==> src/rtl/demux_rr_dispatcher.sv <==
// demux_rr_dispatcher
// Credit-based round-robin dispatcher feeding a 1-to-4 demux (one-hot select + data).
// Words arrive on a valid/ready handshake. Each word goes to the next channel, in
// round-robin order, that still holds a credit. Consumers return credits one at a time.
//
// Ports:
//   i_clk         system clock, rising edge
//   i_rst         asynchronous active-high reset
//   i_en          dispatch enable (gates accepts only)
//   i_valid       upstream word valid
//   i_data        upstream word
//   o_ready       block can accept a word this cycle (combinational, independent of i_valid)
//   i_credit      per-channel credit-return pulses
//   o_sel_code    registered one-hot demux select (all-zero when idle)
//   o_a           registered word presented to the demux
//   o_valid       o_sel_code/o_a carry a dispatched word this cycle
//   o_credit_err  sticky flag: credit returned to a channel already full
module demux_rr_dispatcher #(
    parameter int unsigned DATA_W     = 1,
    parameter int unsigned CREDIT_MAX = 3
) (
    input  logic              i_clk,
    input  logic              i_rst,
    input  logic              i_en,
    input  logic              i_valid,
    input  logic [DATA_W-1:0] i_data,
    output logic              o_ready,
    input  logic [3:0]        i_credit,
    output logic [3:0]        o_sel_code,
    output logic [DATA_W-1:0] o_a,
    output logic              o_valid,
    output logic              o_credit_err
);

    localparam logic [3:0] CMAX = 4'(CREDIT_MAX);

    typedef enum logic [1:0] {
        S_IDLE  = 2'd0,
        S_SEND  = 2'd1,
        S_STALL = 2'd2
    } state_t;

    state_t            state_q, state_d;
    logic [3:0]        cnt_q [4];
    logic [3:0]        cnt_d [4];
    logic [1:0]        ptr_q, ptr_d;
    logic [3:0]        sel_q, sel_d;
    logic [DATA_W-1:0] a_q, a_d;
    logic              err_q, err_d;

    logic [3:0]        elig;
    logic [1:0]        g;
    logic              acc;

    always_comb begin
        for (int unsigned k = 0; k < 4; k++) begin
            elig[k] = (cnt_q[k] != '0);
        end
    end

    assign o_ready = i_en && (|elig);
    assign acc     = i_valid && o_ready;

    // First eligible channel searching ptr, ptr+1, ... (2-bit index wraps mod 4).
    always_comb begin : grant
        logic [1:0] idx;
        logic       found;
        g     = ptr_q;
        found = 1'b0;
        idx   = '0;
        for (int unsigned i = 0; i < 4; i++) begin
            idx = ptr_q + 2'(i);
            if (!found && elig[idx]) begin
                g     = idx;
                found = 1'b1;
            end
        end
    end

    always_comb begin : datapath
        logic dec;
        ptr_d = ptr_q;
        sel_d = '0;
        a_d   = a_q;
        err_d = err_q;
        dec   = 1'b0;
        if (acc) begin
            sel_d = 4'b0001 << g;
            a_d   = i_data;
            ptr_d = g + 2'd1;
        end
        for (int unsigned k = 0; k < 4; k++) begin
            dec      = acc && (g == 2'(k));
            cnt_d[k] = cnt_q[k];
            if (dec && !i_credit[k]) begin
                cnt_d[k] = cnt_q[k] - 4'd1;
            end else if (!dec && i_credit[k]) begin
                // Over-return saturates and latches the error flag.
                if (cnt_q[k] == CMAX) begin
                    err_d = 1'b1;
                end else begin
                    cnt_d[k] = cnt_q[k] + 4'd1;
                end
            end
        end
    end

    always_comb begin : fsm
        state_d = state_q;
        case (state_q)
            S_IDLE: begin
                if (acc)                           state_d = S_SEND;
                else if (i_valid && i_en && !(|elig)) state_d = S_STALL;
                else                               state_d = S_IDLE;
            end
            S_SEND: begin
                if (acc)                      state_d = S_SEND;
                else if (i_valid && !o_ready) state_d = S_STALL;
                else                          state_d = S_IDLE;
            end
            S_STALL: begin
                if (acc)           state_d = S_SEND;
                else if (!i_valid) state_d = S_IDLE;
                else               state_d = S_STALL;
            end
            default: state_d = S_IDLE;
        endcase
    end

    always_ff @(posedge i_clk or posedge i_rst) begin
        if (i_rst) begin
            state_q <= S_IDLE;
            ptr_q   <= '0;
            sel_q   <= '0;
            a_q     <= '0;
            err_q   <= 1'b0;
            for (int unsigned k = 0; k < 4; k++) begin
                cnt_q[k] <= CMAX;
            end
        end else begin
            state_q <= state_d;
            ptr_q   <= ptr_d;
            sel_q   <= sel_d;
            a_q     <= a_d;
            err_q   <= err_d;
            for (int unsigned k = 0; k < 4; k++) begin
                cnt_q[k] <= cnt_d[k];
            end
        end
    end

    assign o_sel_code   = sel_q;
    assign o_a          = a_q;
    assign o_valid      = (state_q == S_SEND);
    assign o_credit_err = err_q;

endmodule

==> config.mk <==
export PLATFORM = sky130hd
export DESIGN_NAME = demux_rr_dispatcher
export DESIGN_NICKNAME = d
export VERILOG_FILES = /design/src/rtl/demux_rr_dispatcher.sv
export SDC_FILE = /design/constraint.sdc
export NUM_CORES = 1
export LEC_CHECK = 0
export ABC_AREA = 0
export CORE_ASPECT_RATIO = 1.5
export CORE_MARGIN = 2
export CORE_UTILIZATION = 57
export CTS_CLUSTER_SIZE = 30
export DETAILED_ROUTE_END_ITERATION = 8
export PLACE_DENSITY_LB_ADDON = 0.15
export SLEW_MARGIN = 40
export SYNTH_ARGS = -nofsm -noshare
export SYNTH_HDL_FRONTEND = slang
export SYNTH_SLANG_ARGS = --single-unit
==> constraint.sdc <==
create_clock -name i_clk -period 4.8 [get_ports i_clk]
set_clock_uncertainty 0.2 [all_clocks]
set_input_delay 1.44 -clock i_clk [delete_from_list [all_inputs] [get_ports i_clk]]
set_output_delay 1.44 -clock i_clk [all_outputs]
set_load 0.01 [all_outputs]
## Word level (Yosys, flattened, before mapping)

Index checks and enable logic that the tools add are counted.

| word-level totals | value |
|---|---|
| register bits | 26 |
| bits of input ports | 9 |
| output and inout bits | 8 |
| logic and storage cells | 133 |

| cells by class | value |
|---|---|
| add/subtract/negate cells | 12 |
| magnitude comparators | 4 |
| equal/unequal tests | 13 |
| shift-type cells | 1 |
| multiplexer cells | 46 |
| reduce and logical (&&, ||, !) cells | 48 |

Operators with widths:

| cell | number |
|---|---|
| $mux W4 | 13 |
| $logic_and A1 B1 Y1 | 20 |
| $mux W1 | 19 |
| $mux W2 | 9 |
| $add A4 B1 Y4 const B | 4 |
| $eq A4 B2 Y1 const B | 4 |
| $reduce_bool A4 Y1 | 4 |
| $sub A4 B1 Y4 const B | 4 |
| $logic_not A1 Y1 | 13 |
| $lt A2 B3 Y1 const B | 4 |
| $bmux W1 S2 | 4 |
| $ne A2 B2 Y1 const B | 4 |
| $reduce_and A2 Y1 | 4 |
| $reduce_bool A2 Y1 | 4 |
| $eq A2 B2 Y1 const B | 3 |
| $pmux W2 S3 | 1 |
| $add A2 B1 Y2 const B | 2 |
| $add A2 B2 Y2 const B | 2 |
| $eq A2 B1 Y1 const B | 2 |
| $logic_not A2 Y1 | 2 |
| $reduce_or A4 Y1 | 1 |
| $shl A1 B2 Y4 const A | 1 |

## Longest topological paths before layout

| depth | value |
|---|---|
| word-level depth | 28 |
| mapped depth | 14 |

## Worst setup path before layout

No wires, ideal clock.

| timing | value |
|---|---|
| path kind | input-to-reg |
| start | input i_en |
| end | register cnt_q[3] (netlist name) |
| library setup time | 0.116 ns |
| arrival | 3.264 ns |
| path slack | 1.220 ns |
| cell stages on the path | 10 |
| cell sequence | nand2_1 > a41oi_4 > nand2_1 > inv_1 > ha_1 > ha_1 > a21o_1 > a21o_1 > or4_1 > o311ai_0 |

| on the way | value |
|---|---|
| word-level cells in the longest chain between the ends | 7 |
| elaborated cells between the ends (all ways) | 10 |
| those cells by class | eq/ne: 1; mux: 1; reduce/logical: 8 |

Ends and longest elaborated chain:

| element | line | text |
|---|---|---|
| start: declaration | 24 | `input logic i_en,` |
| $logic_and A1 B1 Y1 * | 61 | `assign o_ready = i_en && (\|elig);` |
| $logic_and A1 B1 Y1 * | 62 | `assign acc = i_valid && o_ready;` |
| $logic_and A1 B1 Y1 * | 93 | `dec = acc && (g == 2'(k));` |
| $logic_not A1 Y1 | 97 | `end else if (!dec && i_credit[k]) begin` |
| $logic_and A1 B1 Y1 | 97 |  |
| $reduce_bool A2 Y1 (no line) | n/a |  |
| $reduce_and A2 Y1 (no line) | n/a |  |
| end signal: indexed assignment | 147 | `cnt_q[k] <= cnt_d[k];` |
| end: declaration | 44 | `logic [3:0] cnt_q [4];` |

Mark *: on every way between the ends. The rest lies on a longest branch, timed or not.
A chain may end at the register's enable or synchronous reset.

## Final worst setup path

| timing | value |
|---|---|
| start | input i_en |
| end | output o_ready |

| on the way | value |
|---|---|
| word-level cells in the longest chain between the ends | 1 |

Ends and longest elaborated chain:

| element | line | text |
|---|---|---|
| $logic_and A1 B1 Y1 | 61 |  |
| end: declaration | 27 | `output logic o_ready,` |

Every way passes these cells.

==> reports/qor.yml <==
run_status:
  status: "complete, no violations"
power_and_ir_drop:
  pwr_density_cell_mw_per_mm2: 545
  comb_power_share: 0.471
  p_total_mw: 1.15
  p_sw_mw: 0.487
  swShare: 0.423
  ir_worst_vdd_mv: 0.376
  internal_power_mw: 0.665
  leakage_nw: 1.01
  power.share.clock: 0.125
  seq_power_share: 0.404
routing:
  route.detailed.drc: 0
  ant_nets: 0
  drt-total-wl_um: 3870
  drt_pass1_iterations: 4
  vias: 1426
  wl_per_cell_um: 16.3
  drt_first_iter_violations: 50
  viasPerCell: 6.02
clock_network:
  post_cts_buffers: 0
  clock-sinks: 26
  path_clk_slew_ns: 0.09
  cts_inserted_buffers: 3
  insertion_delay_ns: 0.28
  h-tree-depth: 1
  hold_buffers: 0
  cts_buffer_depth: 2
  root_buffer: "clkbuf_8"
  cts_tree: "done"
  ctsResizeCount: 0
yosys:
  yosysWarnings: 0
  synth_cell_types: 42
  synth_area_leaders: "dfrtp_1, ha_1, dfstp_2"
  synth_top_area_cell: "dfrtp_1"
  synth_edf_count: 0
  yosys.area.top_type_share: 0.243
  syn_nets: 212
  synthCells: 179
  syn_area_per_cell_sq_um: 10.4
  synth_area_sq_mm: 0.00186
  synthFlopType: "dfrtp_1"
  yosysSeqAreaShare: 0.356
  ys_ff_latch: 26
  async_flop_share: 1.00
setup_path:
  cp-end-kind: "primary output"
  worst_ep_arrival_time_ns: 2.78
  r2r_slack_ns: 0.98
  critPathRequiredTime_ns: 3.16
  cp_max_fo: 3
  path_class: "primary input to primary output"
  crit_path_start_kind: "primary input"
placed_design:
  place.gp.congestion: 0.721
  preCtsSetupSlack_ns: 0.381
  dp_cells: 233
  placed_area_sq_mm: 0.00205
  dp_hpwl_um: 2980
  io_buffers: 16
die:
  die_area_sq_mm: 0.00374
  start_util: 0.593
  ios: 17
  die_height_um: 73.9
  rows: 25
  coreArea_sq_mm: 0.00313
  die_w_um: 50.6
sta:
  worst_slew_pin_slew_ns: 0.740
  min_period_over_period: 0.920
  max_slew_margin: 0.502
  setup_viol: 0
  min_period_ns: 4.42
  tns_ns: 0
  hold_viol: 0
  fmax_mhz: 226
  hold_slack_ns: 0.292
  rsz0062_at_grt: "false"
  fin_ws_ns: 0.385
  drv_slew: 0
worst_hold_path:
  worstHoldPathType: "register to register"
layout:
  nFillCells: 256
  layout.area.seq_sq_um: 661
  area_delta_synth_final_pct: 13.8
  multiInputGateArea_sq_mm: 0.00108
  layout-drive-gt1-share: 0.117
  antenna_cells: 0
  nets: 231
  layout.cells.non_filler: 237
  final_util: 0.675
  final_area_sq_mm: 0.00211
global_route:
  antenna_found_initial: 0
  grt_pass1_vias: 1507
  grt_max_degree: 27
  grt_pass1_wl_um: 6450
  grt_usage: 0.225
  grt_overflow: 0
run:
  maxCapViolCount: 0
[synthesized netlist by cell type (2+ instances only)]
master and count:
a21o_1 8, nand2_1 15, o41ai_1 3, dfrtp_1 18, inv_1 27, nor4_4 4, a2111oi_0 4, a31oi_1 3
xnor2_1 5, xor2_1 2, o21ai_0 2, a22oi_1 4, dfstp_2 8, fa_1 4, nor2_1 9, a221oi_1 4
or4_1 2, o31ai_1 2, nor3_1 4, nor4_1 3, a22o_1 2, mux2i_1 3, ha_1 20, a21oi_1 4
a2bb2oi_1 2
[cells by family after synthesis]
| kind of cell | count (synthesis) | share of synthesized area |
|---|---|---|
| AO/OA/AOI/OAI | 43 | 0.186 |
| XOR/XNOR | 7 | 0.0330 |
| adder cells (fa/ha/maj) | 24 | 0.178 |
| buffers and inverters | 29 | 0.0634 |
| flip-flops | 26 | 0.356 |
| multiplexers | 4 | 0.0243 |
| AND/OR/NAND/NOR | 46 | 0.159 |
[power groups by stage]
stage	logic [mW]	registers [mW]	clock network (mW)
detailed placement	0.532	0.465	0
CTS	0.537	0.461	0.147
floorplan	0.423	0.434	0
global route	0.611	0.476	0.155
global placement	0.492	0.457	0
finish	0.542	0.466	0.144
[critical path, stage by stage]
cell and delay (ns):
clkdlybuf4s50_1 0.50, inv_1 0.05, a41oi_1 0.20, clkdlybuf4s50_1 0.59
[sequential cells by signal, summed over array words and instances (netlist names)]
name,flops
o_sel_code,4
o_credit_err,1
cnt_q,16
state_q,2
o_a,1
ptr_q,2
[layer usage]
metal | up-vias | wire length [um] | global-route usage | part of all wire
li1 | 680 | - | - | -
met1 | 709 | 1480 | 0.233 | 0.38
met2 | 30 | 2230 | 0.449 | 0.57
met3 | 7 | 88 | 0.0203 | 0.023
met4 | 0 | 75 | 0.0931 | 0.019
met5 | - | 0 | 0 | 0
[layout by cell type, fill, tap and decap left out, types with 3 or more instances in the layout]
cell type,instances
dfstp_2,8
o41ai_1,3
nand2_1,15
nor2_1,9
dfrtp_1,18
nor3_1,4
inv_1,26
ha_1,20
clkdlybuf4s50_1,16
a221oi_1,4
fa_1,4
a31oi_1,3
mux2i_1,3
a2111oi_0,4
xnor2_1,5
a21oi_1,4
a21o_1,8
a22oi_1,4
nor4_4,4
clkbuf_8,4
[final cells by class]
class                   count  share of cell area
multi-input cells         124               0.513
flip-flops and latches     26               0.313
repair buffers             16              0.0759
inverters                  27              0.0480
clock buffers               4              0.0261
well taps                  40              0.0237
[final timing paths]
| kind | to | cells past startpoint | start |
|---|---|---|---|
| max | o_ready | 4 | i_en |
| min | o_credit_err | 2 | o_credit_err |
| max reg2reg | cnt_q[3] | 13 | cnt_q[14] |
| min reg2reg | o_credit_err | 2 | o_credit_err |
| max in group asynchronous | cnt_q[5] | 2 | i_rst |
| min in group asynchronous | o_sel_code[0] | 2 | i_rst |
No activity file was read; power rests on OpenSTA's default activity.
